`src/rtl/sseg_arbiter.sv`:
```
// Two-requester arbiter owning a 4-digit seven-segment display.
// Winner holds the display for HOLD_CYCLES; output may blink.
module sseg_arbiter #(
   parameter int HOLD_CYCLES  = 100_000_000,
   parameter int BLINK_CYCLES = 25_000_000
) (
   input  logic        clk,
   input  logic        clear,
   input  logic        req_a,
   input  logic [15:0] data_a,
   input  logic        req_b,
   input  logic [15:0] data_b,
   input  logic        blink_en,
   output logic        gnt_a,
   output logic        gnt_b,
   output logic [15:0] display_data,
   output logic        owner,
   output logic        busy
);

   localparam int HW = (HOLD_CYCLES > 1) ? $clog2(HOLD_CYCLES) : 1;
   localparam int BW = (BLINK_CYCLES > 1) ? $clog2(BLINK_CYCLES) : 1;
   localparam logic [HW-1:0] HOLD_LAST = HW'(HOLD_CYCLES - 1);
   localparam logic [BW-1:0] BLINK_LAST = BW'(BLINK_CYCLES - 1);

   typedef enum logic [1:0] {
      IDLE,
      GRANT,
      HOLD
   } state_t;

   state_t        state;
   logic [HW-1:0] hold_cnt;
   logic [BW-1:0] blink_cnt;
   logic          phase;
   logic [15:0]   shadow;

   logic          pick_b;
   logic          own_req;
   logic [15:0]   cap_data;
   logic [15:0]   disp_src;

   // Ties go to the requester that is not the last owner.
   always_comb begin
      pick_b   = req_b && (!req_a || !owner);
      own_req  = owner ? req_b : req_a;
      cap_data = owner ? data_b : data_a;
      disp_src = (state == GRANT) ? cap_data : shadow;
   end

   always_ff @(posedge clk) begin
      if (clear) begin
         state    <= IDLE;
         gnt_a    <= 1'b0;
         gnt_b    <= 1'b0;
         busy     <= 1'b0;
         owner    <= 1'b1;
         shadow   <= 16'hFFFF;
         hold_cnt <= '0;
      end else begin
         gnt_a <= 1'b0;
         gnt_b <= 1'b0;
         unique case (state)
            IDLE: begin
               if (req_a || req_b) begin
                  state <= GRANT;
                  owner <= pick_b;
                  gnt_a <= !pick_b;
                  gnt_b <= pick_b;
                  busy  <= 1'b1;
               end
            end
            GRANT: begin
               shadow   <= cap_data;
               hold_cnt <= '0;
               state    <= HOLD;
               busy     <= 1'b1;
            end
            HOLD: begin
               if (own_req) begin
                  state <= GRANT;
                  gnt_a <= !owner;
                  gnt_b <= owner;
               end else if (hold_cnt == HOLD_LAST) begin
                  state    <= IDLE;
                  busy     <= 1'b0;
                  hold_cnt <= '0;
               end else begin
                  hold_cnt <= hold_cnt + 1'b1;
               end
            end
            default: begin
               state <= IDLE;
               busy  <= 1'b0;
            end
         endcase
      end
   end

   // Blink runs free of the FSM; disabling it parks on the visible phase.
   always_ff @(posedge clk) begin
      if (clear) begin
         blink_cnt    <= '0;
         phase        <= 1'b0;
         display_data <= 16'hFFFF;
      end else begin
         if (!blink_en) begin
            blink_cnt <= '0;
            phase     <= 1'b0;
         end else if (blink_cnt == BLINK_LAST) begin
            blink_cnt <= '0;
            phase     <= !phase;
         end else begin
            blink_cnt <= blink_cnt + 1'b1;
         end
         display_data <= (blink_en && phase) ? 16'hFFFF : disp_src;
      end
   end

endmodule

```
`config.mk`:
```
export PLATFORM = sky130hd
export DESIGN_NAME = sseg_arbiter
export DESIGN_NICKNAME = d
export VERILOG_FILES = /design/src/rtl/sseg_arbiter.sv
export SDC_FILE = /design/constraint.sdc
export NUM_CORES = 1
export LEC_CHECK = 0
export ABC_AREA = 1
export CORE_MARGIN = 2
export CORE_UTILIZATION = 40
export CTS_CLUSTER_SIZE = 20
export DETAILED_ROUTE_END_ITERATION = 16
export GPL_TIMING_DRIVEN = 0
export PLACE_DENSITY = 0.61
export SLEW_MARGIN = 40
export SYNTH_ARGS = -nofsm -noshare
export SYNTH_HDL_FRONTEND = slang
export SYNTH_SLANG_ARGS = --single-unit
```
`constraint.sdc`:
```
create_clock -name clk -period 1.6 [get_ports clk]
set_input_delay 0.4 -clock clk [delete_from_list [all_inputs] [get_ports clk]]
set_output_delay 0.4 -clock clk [all_outputs]
set_load 0.02 [all_outputs]
```
==> results.cfg, run 1 <==
[outcome]
status = finished clean

[worst_setup_path]
end_kind = flop
r2r-end = hold_cnt[18]$_SDFFE_PP0P_
r2r.worst_path.cells = 12
crit_required_ns = 1.88
path_max_fanout = 5
r2r_slack_ns = 0.06
max_stage_delay_ns = 0.36
slowest_stage = dfxtp_2
worst-setup-path-type = flop to flop
cp_cell_sequence = ha_4 > nand2_2 > nor2_4 > nand2_4 > nor2_4 > nand2_2 > nand2_2 > nand2_4 > nand2_4 > buf_6 > buf_6 > nor2_1
r2r-start = hold_cnt[1]$_SDFFE_PP0P_
arrival_ns = 1.83
crit_path_start_kind = flop

[drt]
drc = 0
num_vias = 4289
wirelength_um = 11340
avgViaCountPerCell = 4.852
drt_first_pass_iters = 4
drt_iter0_markers = 170
wl_per_cell_um = 12.83
ant_nets = 0

[floorplanning]
core_um2 = 10840
dieArea_um2 = 11930
rows = 38
ios = 57
die_y_um = 109.2
die_w_um = 109.2
start_util_pct = 40.85

[place]
hpwlAfterDp_um = 8098
portBuffers = 56
gp_congestion = 0.8743
post-place-ws_ns = -0.5002

[yosys]
synth_area_um2 = 4428
syn_inst = 645
synth_nets = 684
synth-edff-count = 0
synth_async_sr_flop_share_pct = 0
synth-seq-cells = 91
synth_flop_cell = dfxtp_1
avgSynthCellArea_um2 = 6.865
yosysUniqueCellTypes = 35
seq_area_frac_synth_pct = 41.14
synth_warnings = 0

[hold_path]
worstHoldPathCells = 3
hold_start = req_b
hold_class = input pin to flop
min_to = gnt_b$_SDFF_PP0_

[timing]
max_slew_margin_pct = 68.87
slew_viol_final = 0
final_hold_viol_count = 0
fin_setup_tns_ns = 0
fin_ws_ns = 0.05597
worst_pin_slew_ns = 0.4670
fin_crit_sh_pct = 96.50
clock_skew_ns = 0.01182
max_freq_mhz = 647.7
rsz0062_at_grt = true
setup_viol = 0
min_period_ns = 1.544

[pwr]
powerDensity_nw_per_um2 = 840.8
p_leak_nw = 2.223
irDropWorstVdd_v = 0.0005989

[clock_tree]
root_buffer = clkbuf_8
cts_tree = built
cts_made_buffers = 9
clk_pin_slew_ns = 0.10
clock_sinks = 91
cts_buffer_depth = 2
clock_latency_ns = 0.38
cts_max_level = 3

[global_route]
antenna_found_initial = 0
track_usage_pct = 19.90
grt_max_degree = 16
grt_pass1_wl_um = 18420
grt_overflow = 0
grt_pass1_vias = 4103

[cells_and_area]
drive_gt1_share_pct = 18.82
area_growth_pct = 31.70
antenna_cells = 0
fill_cells = 1078
final_nets = 778

[flow_run]
maxCapViolations = 0
## cells by family (layout without fill, tap and decap cells)
family / Yosys count / after routing / synth area share [%]
simple gates: 402 / 402 / 41.11
compound gates: 55 / 55 / 6.499
flops: 91 / 91 / 41.14
fa+ha+maj: 2 / 2 / 0.5650
buf+inv: 80 / 179 / 7.714
xor+xnor: 15 / 15 / 2.967
## flip-flops by register name (all words and copies together), names as in the netlist
register	cells
blink_cnt	25
busy	1
display_data	16
gnt_a	1
gnt_b	1
hold_cnt	27
owner	1
phase	1
shadow	16
state	2
## worst max path at each step
| stage | from | to | slack (ns) | depth (start not counted) |
|---|---|---|---|---|
| after floorplan | owner$_SDFFE_PP1P_ | hold_cnt[10]$_SDFFE_PP0P_ | 0.14 | 8 |
| after global placement | clear | shadow[10]$_SDFF_PP1_ | -0.47 | 5 |
| after detailed placement | clear | shadow[8]$_SDFF_PP1_ | -0.50 | 5 |
| after CTS | blink_cnt[1]$_SDFF_PP0_ | blink_cnt[18]$_SDFF_PP0_ | -0.05 | 10 |
| after global routing | hold_cnt[1]$_SDFFE_PP0P_ | hold_cnt[18]$_SDFFE_PP0P_ | -0.02 | 12 |
| final | hold_cnt[1]$_SDFFE_PP0P_ | hold_cnt[18]$_SDFFE_PP0P_ | 0.06 | 12 |
## cell usage in the layout (no fill, tap or decap), types with 20 or more instances in the layout
master,count
nand2_1,187
clkdlybuf4s50_1,34
nor2_1,74
dlygate4sd2_1,20
buf_4,23
inv_1,56
o21ai_0,23
nand3_1,49
dfxtp_1,74
a21oi_1,25
## where the power goes
part	total [mW]	switching (mW)	internal, mW
clock	1.67	0.861	0.813
sequential	2.42	0.0437	2.37
combinational	0.813	0.462	0.351
total	4.90	1.37	3.54
## cells in the mapped netlist (2+ instances only)
master / instances / area (µm²)
a21oi_1: 26 / 130.1
buf_1: 3 / 11.26
buf_2: 6 / 30.03
buf_4: 2 / 15.01
buf_6: 2 / 22.52
clkbuf_1: 4 / 15.01
dfxtp_1: 91 / 1822
ha_1: 2 / 25.02
inv_1: 58 / 217.7
inv_2: 4 / 15.01
nand2_1: 197 / 739.5
nand2_2: 10 / 62.56
nand2_4: 2 / 22.52
nand3_1: 52 / 260.3
nand3_2: 2 / 20.02
nand3b_1: 5 / 37.54
nand4_1: 11 / 68.82
nor2_1: 81 / 304.0
nor2_2: 4 / 25.02
nor2_4: 8 / 90.09
nor3_1: 21 / 105.1
nor3_2: 4 / 40.04
o21ai_0: 24 / 120.1
or2_2: 2 / 12.51
xnor2_1: 4 / 35.03
xor2_1: 11 / 96.34
## repair_timing
item | CTS | global route
setup buffers | 18 | 8
gates cloned | 3 | 0
resized for setup | 53 | 47
pin swaps | 10 | 13
hold buffers | 0 | 0
setup endpoints to repair | 87 | 75
## stage by stage
stage	utilization (%)	hold slack, ns	std cells	power [mW]	instance area (µm²)
after floorplan	-	0.4296	645	2.881	4428
after global placement	47.63	0.4459	841	3.193	5164
after detailed placement	47.63	0.4544	841	3.201	5164
after CTS	52.20	0.4652	878	4.917	5659
after global routing	53.80	0.4631	884	5.108	5832
final	53.80	0.4313	884	4.903	5832
## final cells by class
cell class,count,area (µm²),share of cell area [%]
buffer,16,113.9,1.952
clock buffer,11,151.4,2.596
clock inverter,5,60.06,1.030
inverter,62,232.7,3.991
multi-input combinational,474,2431,41.69
sequential,91,1846,31.65
tap,140,175.2,3.004
timing repair buffer,85,822.0,14.10
## routing by layer
layer / routed length, µm / vias up / GRT usage, %
li1: - / 2242 / -
met4: 337 / 0 / 9.584
met3: 560 / 29 / 5.320
met1: 5029 / 1939 / 22.85
met2: 5414 / 79 / 34.21
met5: 0 / - / 0
## worst max-delay path, delay by kind of cell (launching register included)
family                   cells  cell delay (ns)
AND/OR/NAND/NOR              9             0.72
buffers and inverters        2             0.22
adder cells (fa/ha/maj)      1             0.14
flip-flops                   1             0.36
No activity file was read; power rests on OpenSTA's default activity.
==> inputs of run 2 (changes only) <==
Settings changed: PLACE_DENSITY 0.61 to default, RECOVER_POWER from default to 100.
==> run 2 against run 1 <==
Compared with the run above:
- sequential share of layout area is 0.77 points lower
- combinational power about the same
- utilization up 1.3 points
- register-to-register slack got worse by 0.04 ns
- non-clock buffer count grew 3
- routed wire length is 2.9% higher
- count of clock-buffer cells in the layout shrank 1
- worst hold slack gained 0.015 ns
- design area is 2.4% higher
- sequential power about the same
- total power rose by 4.5%
==> results.cfg, run 2 (same netlist as run 1, synthesis figures left out) <==
[pwr]
clockPowerShare_pct = 36.9
power.total_mw = 5.123
pwr-share-seq_pct = 47.2
internal-power_mw = 3.764
swShare_pct = 26.53
p_leak_nw = 2.273
irDropWorstVdd_v = 0.0005184
powerDensity_nw_per_um2 = 858.2
power_frac_comb_pct = 15.9
p_switching_mw = 1.359

[timing]
min_period_ns = 1.581
max_freq_mhz = 632.7
slew_viol_final = 0
max_slew_margin_pct = 67.94
setup_viol = 0
fin_ws_ns = 0.01941
worst_pin_slew_ns = 0.4809
fin_crit_sh_pct = 98.79
rsz0062_at_grt = true
final_hold_viol_count = 0
clock_skew_ns = 0.008743

[drt]
wl_per_cell_um = 13.15
num_vias = 4340
drt_iter0_markers = 256
drc = 0
avgViaCountPerCell = 4.887
wirelength_um = 11670
ant_nets = 0
drt_first_pass_iters = 4

[floorplanning]
die_y_um = 109.2
dieArea_um2 = 11930
core_um2 = 10840
start_util_pct = 40.85
rows = 38
ios = 57
die_w_um = 109.2

[cells_and_area]
largest-register = hold_cnt
multi_input_area_um2 = 2504
area_growth_pct = 34.81
drive_gt1_share_pct = 19.95
fin_area_um2 = 5969
ff_latch_area_um2 = 1843
final_common_cell = nand2_1
fill_cells = 1039
largest_reg_flops = 27
final_nets = 781
top_regs = hold_cnt (27), blink_cnt (25)
final_cell_mix = nand2_1, dfxtp_1, nor2_1

[worst_setup_path]
r2r-start = blink_cnt[1]$_SDFF_PP0_
cp_cell_sequence = ha_4 > nand2_4 > nor2_4 > buf_6 > buf_6 > nand2_4 > nor2_4 > nand3_2 > xor2_2 > nor2_4
path_max_fanout = 5
critPathBufInv = 2
r2r_slack_ns = 0.02
end_kind = flop
crit_start = blink_cnt[1]$_SDFF_PP0_
r2r-end = blink_cnt[18]$_SDFF_PP0_
slowest_stage = dfxtp_4
max_stage_delay_ns = 0.38
crit_required_ns = 1.87
r2r.worst_path.cells = 10
crit_path_start_kind = flop
crit_cells = 10
arrival_ns = 1.85
crit_path_frequent_cell = nor2_4
worst-setup-path-type = flop to flop
crit_end = blink_cnt[18]$_SDFF_PP0_
crit_family = simple AND/OR/NAND/NOR gates

[global_route]
grt_overflow = 0
track_usage_pct = 20.58
grt_pass1_vias = 4085
antenna_found_initial = 1
grt_pass1_wl_um = 19020
grt_max_degree = 16

[clock_tree]
root_buffer = clkbuf_8
cts_max_level = 3
cts_tree = built
cts_made_buffers = 9
cts_buffer_depth = 2
clock_latency_ns = 0.37
hold_buffers = 0
clk_pin_slew_ns = 0.09
clock_sinks = 91

[outcome]
status = finished clean

[place]
place_area_um2 = 5164
gp_congestion = 0.8552
hpwlAfterDp_um = 8122
portBuffers = 56
post-place-ws_ns = -0.4612

[hold_path]
hold_class = input pin to flop

[flow_run]
maxCapViolations = 0
[run 2: per-stage QoR]
stage	hold slack (ns)	utilization, %	cells	setup TNS (ns)
final	0.4459	55.07	888	0
after global placement	0.4459	47.63	841	-18.64
after floorplan	0.4296	-	645	0
after CTS	0.4641	52.74	880	-0.1695
after global routing	0.4591	55.04	887	-1.301
after detailed placement	0.4545	47.63	841	-20.19
[run 2: tightest hold or removal path, stage by stage]
cell and delay, ns:
dlymetal6s2s_1 0.17, nand3_1 0.12, a21oi_1 0.08
[run 2: repair_timing]
| item | 4_1_cts | 5_1_grt |
|---|---|---|
| setup endpoints to repair | 80 | 78 |
| gates resized for setup | 52 | 68 |
| gates cloned | 3 | 1 |
| buffers inserted | 20 | 10 |
| pin swaps | 6 | 15 |
[run 2: power by group through the flow]
stage                     logic (mW)  clock network (mW)  registers [mW]
after CTS                      0.763                1.96            2.42
after global placement         0.727                   0            2.47
after detailed placement       0.734                   0            2.47
after floorplan                0.358                   0            2.52
after global routing           0.910                2.05            2.43
final                          0.814                1.89            2.42
[run 2: worst min-delay path by stage]
stage                              from                  endpoint  cells after the start
2_1_floorplan   blink_cnt[0]$_SDFF_PP0_   blink_cnt[0]$_SDFF_PP0_                      1
3_3_place_gp   blink_cnt[24]$_SDFF_PP0_  blink_cnt[24]$_SDFF_PP0_                      2
3_5_place_dp          busy$_SDFFE_PP0P_         busy$_SDFFE_PP0P_                      2
4_1_cts               busy$_SDFFE_PP0P_         busy$_SDFFE_PP0P_                      2
5_1_grt                           req_b          gnt_b$_SDFF_PP0_                      3
6_report                          req_b          gnt_b$_SDFF_PP0_                      3
[run 2: metal layers]
layer / vias up / global-route usage [%] / wire (µm)
met5: - / 0 / 0
met4: 0 / 8.499 / 194
met3: 15 / 5.200 / 591
met2: 91 / 33.58 / 5525
met1: 1991 / 25.91 / 5362
li1: 2243 / - / -
[run 2: area by class of cell]
cell class,instances,area share [%]
Multi-Input combinational cell,474,41.94
Sequential cell,91,30.87
Timing Repair Buffer,87,13.98
Inverter,62,3.899
Tap cell,140,2.934
Buffer,17,2.306
Clock buffer,10,2.138
Clock inverter,6,1.886
Antenna cell,1,0.04192
==> inputs of run 3 (changes only) <==
--- a/config.mk
+++ b/config.mk
@@ -14,3 +14,2 @@
 export RECOVER_POWER = 100
-export SLEW_MARGIN = 40
 export SYNTH_ARGS = -nofsm -noshare
--- a/constraint.sdc
+++ b/constraint.sdc
@@ -3,2 +3,2 @@
 set_output_delay 0.4 -clock clk [all_outputs]
-set_load 0.02 [all_outputs]
+set_load 0.01 [all_outputs]
==> run 3 against run 2 <==
Compared with the run above:
- first-iteration DRC count fell by 2.0%
- critical path depth is the same
- worst setup slack about the same
- sequential power barely moved
- final cell count down 0.11%
- highest routed layer unchanged
==> results.cfg, run 3 (same netlist as run 1, synthesis figures left out) <==
[worst_setup_path]
r2r.worst_path.cells = 10
r2r-end = blink_cnt[18]$_SDFF_PP0_
r2r-start = blink_cnt[1]$_SDFF_PP0_
critPathBufInv = 2
path_max_fanout = 5
crit_family = simple AND/OR/NAND/NOR gates
max_stage_delay_ns = 0.38
crit_required_ns = 1.87
r2r_slack_ns = 0.02
cp_cell_sequence = ha_4 > nand2_4 > nor2_4 > buf_6 > buf_4 > nand2_4 > nor2_4 > nand3_2 > xor2_2 > nor2_4
arrival_ns = 1.85
end_kind = flop
slowest_stage = dfxtp_4
crit_path_start_kind = flop
crit_path_frequent_cell = nor2_4
worst-setup-path-type = flop to flop

[flow_run]
maxCapViolations = 0

[timing]
worst_pin_slew_ns = 0.5716
fin_ws_ns = 0.01966
min_period_ns = 1.580
rsz0062_at_grt = true
max_slew_margin_pct = 61.89
clock_skew_ns = 0.007556
slew_viol_final = 0
final_hold_viol_count = 0
fin_crit_sh_pct = 98.77
max_freq_mhz = 632.8
setup_viol = 0

[drt]
drt_first_pass_iters = 5
avgViaCountPerCell = 4.875
wirelength_um = 11620
ant_nets = 0
drc = 0
drt_iter0_markers = 251
wl_per_cell_um = 13.10
num_vias = 4324

[cells_and_area]
final_common_cell = nand2_1
drive_gt1_share_pct = 19.95
largest_reg_flops = 27
antenna_cells = 0
largest-register = hold_cnt
top_regs = hold_cnt (27), blink_cnt (25)
fill_cells = 1043
final_cells = 887
final_cell_mix = nand2_1, dfxtp_1, nor2_1
final_nets = 781
area_growth_pct = 34.76
fin_area_um2 = 5967

[clock_tree]
cts_tree = built
cts_made_buffers = 9
clk_pin_slew_ns = 0.09
clock_sinks = 91
cts_max_level = 3
hold_buffers = 0
cts_buffer_depth = 2
root_buffer = clkbuf_8
clock_latency_ns = 0.38

[global_route]
grt_pass1_vias = 4076
grt_overflow = 0
track_usage_pct = 20.58
grt_pass1_wl_um = 19010
antenna_found_initial = 0
grt_max_degree = 16

[floorplanning]
dieArea_um2 = 11930
start_util_pct = 40.85
ios = 57
die_y_um = 109.2
rows = 38
die_w_um = 109.2
core_um2 = 10840

[place]
place_area_um2 = 5164
dp.cells = 841
hpwlAfterDp_um = 8122
post-place-ws_ns = -0.4612
gp_congestion = 0.8552
portBuffers = 56

[outcome]
status = finished clean

[pwr]
powerDensity_nw_per_um2 = 850.7
power.total_mw = 5.076
p_leak_nw = 2.275
irDropWorstVdd_v = 0.0005112

[hold_path]
hold_class = input pin to flop
min_to = gnt_b$_SDFF_PP0_
worstHoldPathCells = 3
hold_start = req_b
-- run 3: worst max-delay path by stage --
stage                                   from  slack [ns]  cells past startpoint                        to
floorplan            blink_cnt[0]$_SDFF_PP0_        0.14                      9  blink_cnt[18]$_SDFF_PP0_
global placement                       clear       -0.45                      5     shadow[14]$_SDFF_PP1_
detailed placement                     clear       -0.46                      5      shadow[7]$_SDFF_PP1_
CTS                  blink_cnt[1]$_SDFF_PP0_       -0.05                     10  blink_cnt[20]$_SDFF_PP0_
global route        hold_cnt[1]$_SDFFE_PP0P_       -0.08                     11  hold_cnt[4]$_SDFFE_PP0P_
finish               blink_cnt[1]$_SDFF_PP0_        0.02                     10  blink_cnt[18]$_SDFF_PP0_
-- run 3: cell type report --
| type | count | area, µm² | share of cell area, % |
|---|---|---|---|
| multi-input combinational | 474 | 2497 | 41.85 |
| sequential | 91 | 1842 | 30.87 |
| timing repair buffer | 87 | 845.8 | 14.17 |
| inverter | 62 | 232.7 | 3.900 |
| tap | 140 | 175.2 | 2.936 |
| buffer | 17 | 133.9 | 2.244 |
| clock buffer | 10 | 127.6 | 2.139 |
| clock inverter | 6 | 112.6 | 1.887 |
-- run 3: stage by stage --
step	hold WS, ns	TNS (ns)	util (%)
finish	0.4456	0	55.04
floorplan	0.4296	0	-
CTS	0.4641	-0.3401	52.84
detailed placement	0.4545	-20.19	47.63
global route	0.4593	-1.500	55.04
global placement	0.4459	-18.64	47.63
-- run 3: timing repair --
| action | in CTS | in global routing |
|---|---|---|
| gates resized for setup | 53 | 66 |
| gates cloned | 3 | 1 |
| pin swaps | 6 | 14 |
| setup endpoints to repair | 80 | 75 |
| buffers inserted | 21 | 9 |
| hold endpoints to repair | 0 | 0 |
-- run 3: where the power goes --
part | total (mW) | internal [mW] | switching (mW)
clock network | 1.89 | 1.04 | 0.850
registers | 2.42 | 2.37 | 0.0468
logic | 0.764 | 0.343 | 0.421
-- run 3: worst reg2reg max path, delay by kind of cell, from the launching register on --
kind,cells,cell delay [ns]
AND/OR/NAND/NOR,6,0.52
flip-flops,1,0.38
buffers and inverters,2,0.23
XOR/XNOR,1,0.20
adder cells (fa/ha/maj),1,0.14
-- run 3: layer usage --
layer	track usage, %	part of all wire (%)	vias to the layer above
li1	-	-	2246
met1	26.16	45	1966
met2	33.36	47	101
met3	5.200	6.4	11
met4	8.318	1.4	0
met5	0	0	-
==> RTL change (settings of run 1) <==
The parameter `BLINK_CYCLES` goes from 25_000_000 to 50_000_000.
--- a/src/rtl/sseg_arbiter.sv
+++ b/src/rtl/sseg_arbiter.sv
@@ -4,3 +4,3 @@
    parameter int HOLD_CYCLES  = 100_000_000,
-   parameter int BLINK_CYCLES = 25_000_000
+   parameter int BLINK_CYCLES = 50_000_000
 ) (
Function: no difference found for any inputs over 10 cycles, from zero or initial values; that may be too few to reach the edited logic, so the function may still have changed.
==> RTL change against run 1 <==
Final area increased by 1.9%; count of clock-buffer cells in the layout fell by 1; critical path depth shrank 2; worst hold slack got worse by 0.085 ns; area after synthesis is 0.93% higher; wire length increased by 7.4%; combinational power fell by 2%; setup slack improved by 0.0099 ns; clock skew shrank 0.00071 ns; sequential cell count increased by 1; global-route usage increased by 0.68 points; total power is 0.27% higher.
==> RTL change: results <==
[setup_path]
critical_path_arrival_ns = 1.81

[yosys]
async_flop_share = 0
yosys-top-cells-area = dfxtp_1 (41%), nand2_1 (17%), nor2_1 (7.6%), nand3_1 (6.3%), inv_1 (4.7%)
synthTopCellsByCount = nand2_1 (207), dfxtp_1 (92), nor2_1 (91), inv_1 (56), nand3_1 (56)
synth_compound_area_frac = 0.0647
synth.distinct_cells = 32
synthXorXnorAreaFrac = 0.0314
synth_fa_ha_area_frac = 0.00560
yosysSeqAreaShare = 0.412
syn_nets = 705
muxShareOfSynthArea = 0
synthFlopType = dfxtp_1
syn_avg_cell_area_um2 = 6.71
yosys_warnings = 0

[route]
wl_met2_um = 5830
drt_iter0_markers = 262
met3_length_um = 595
drt-met1-wl_um = 5600
first_pass_iters = 7
finalWirelength_um = 12200
vias = 4528
top_layer_used = met4

[place]
place_ws_ns = -0.417
dp_cells = 861
gp_congestion = 0.931
io_buffers = 55
hpwl_um = 8510
place_area_um2 = 5190

[grt]
grt_pass1_vias = 4118
met1_usage = 0.272
antenna_found_initial = 0
met2_usage = 0.326
grt_start_max_net_pins = 17
grt_overflow = 0
grt_usage = 0.206
grt_pass1_wl_um = 19100
use_met3 = 0.0522

[clock_network]
worst_skew_pair.late_latency_ns = 0.38
cts_buffer_depth = 2
clk_pin_slew_ns = 0.10

[run_status]
status = complete, no violations

[cells_and_area]
antenna_cells = 0
layout.cells.non_filler = 907
nFillCells = 1072
layout-drive-gt1-share = 0.184
nets = 801
reg_top3 = hold_cnt: 27 flops, blink_cnt: 26 flops

[power_and_ir_drop]
leakage_nw = 2.24
ir_drop_v = 0.000890

[timing]
fin_skew_ns = 0.0111
worst_slew_margin_rel = 0.662
-- RTL change: cell types whose count changed in the layout (fill, tap and decap cells not counted), moves of 4 or more --
cell | run 1 | this run
nor2_1 | 74 | 79
or2_0 | 0 | 4
nand2_1 | 187 | 201
nor2_2 | 6 | 14
nor3_1 | 19 | 10
nand2_2 | 15 | 6
nand3_1 | 49 | 53
nand4_1 | 11 | 16
-- RTL change: area by class of cell --
| type | count | area (um2) | share of cell area |
|---|---|---|---|
| clock buffers | 10 | 138 | 0.0232 |
| plain buffers | 15 | 104 | 0.0175 |
| repair buffers | 86 | 838 | 0.141 |
| multi-input cells | 495 | 2490 | 0.420 |
| inverters | 63 | 249 | 0.0419 |
| clock inverters | 6 | 71.3 | 0.0120 |
| well taps | 140 | 175 | 0.0295 |
| flip-flops and latches | 92 | 1870 | 0.315 |
-- RTL change: worst paths after layout --
path                                   start           end  slack, ns  cells after the start
worst max-delay path            hold_cnt[13]  hold_cnt[18]       0.07                     10
worst min-delay path                   clear      state[1]       0.35                      2
worst max register to register  hold_cnt[13]  hold_cnt[18]       0.07                     10
worst min register to register  hold_cnt[22]  hold_cnt[22]       0.48                      2
-- RTL change: timing repair --
action / CTS / global route
gates cloned: 1 / 2
resized for setup: 44 / 65
buffers inserted: 9 / 19
pin swaps: 4 / 13
endpoints found under the setup margin: 69 / 72
-- RTL change: critical path, stage by stage, from the launching register on --
cell and delay (ns):
dfxtp_1 0.42, nand2_1 0.09, nor2_2 0.15, nand2_1 0.07, nor2_1 0.15, nand2_2 0.07
nand2_2 0.08, nand2_2 0.07, nand2_4 0.13, clkbuf_16 0.16, nor2_1 0.04
-- RTL change: power breakdown --
group          internal, mW  switching [mW]  total [mW]
Clock                 0.778           0.886        1.66
Sequential             2.40          0.0568        2.45
Combinational         0.341           0.458       0.799
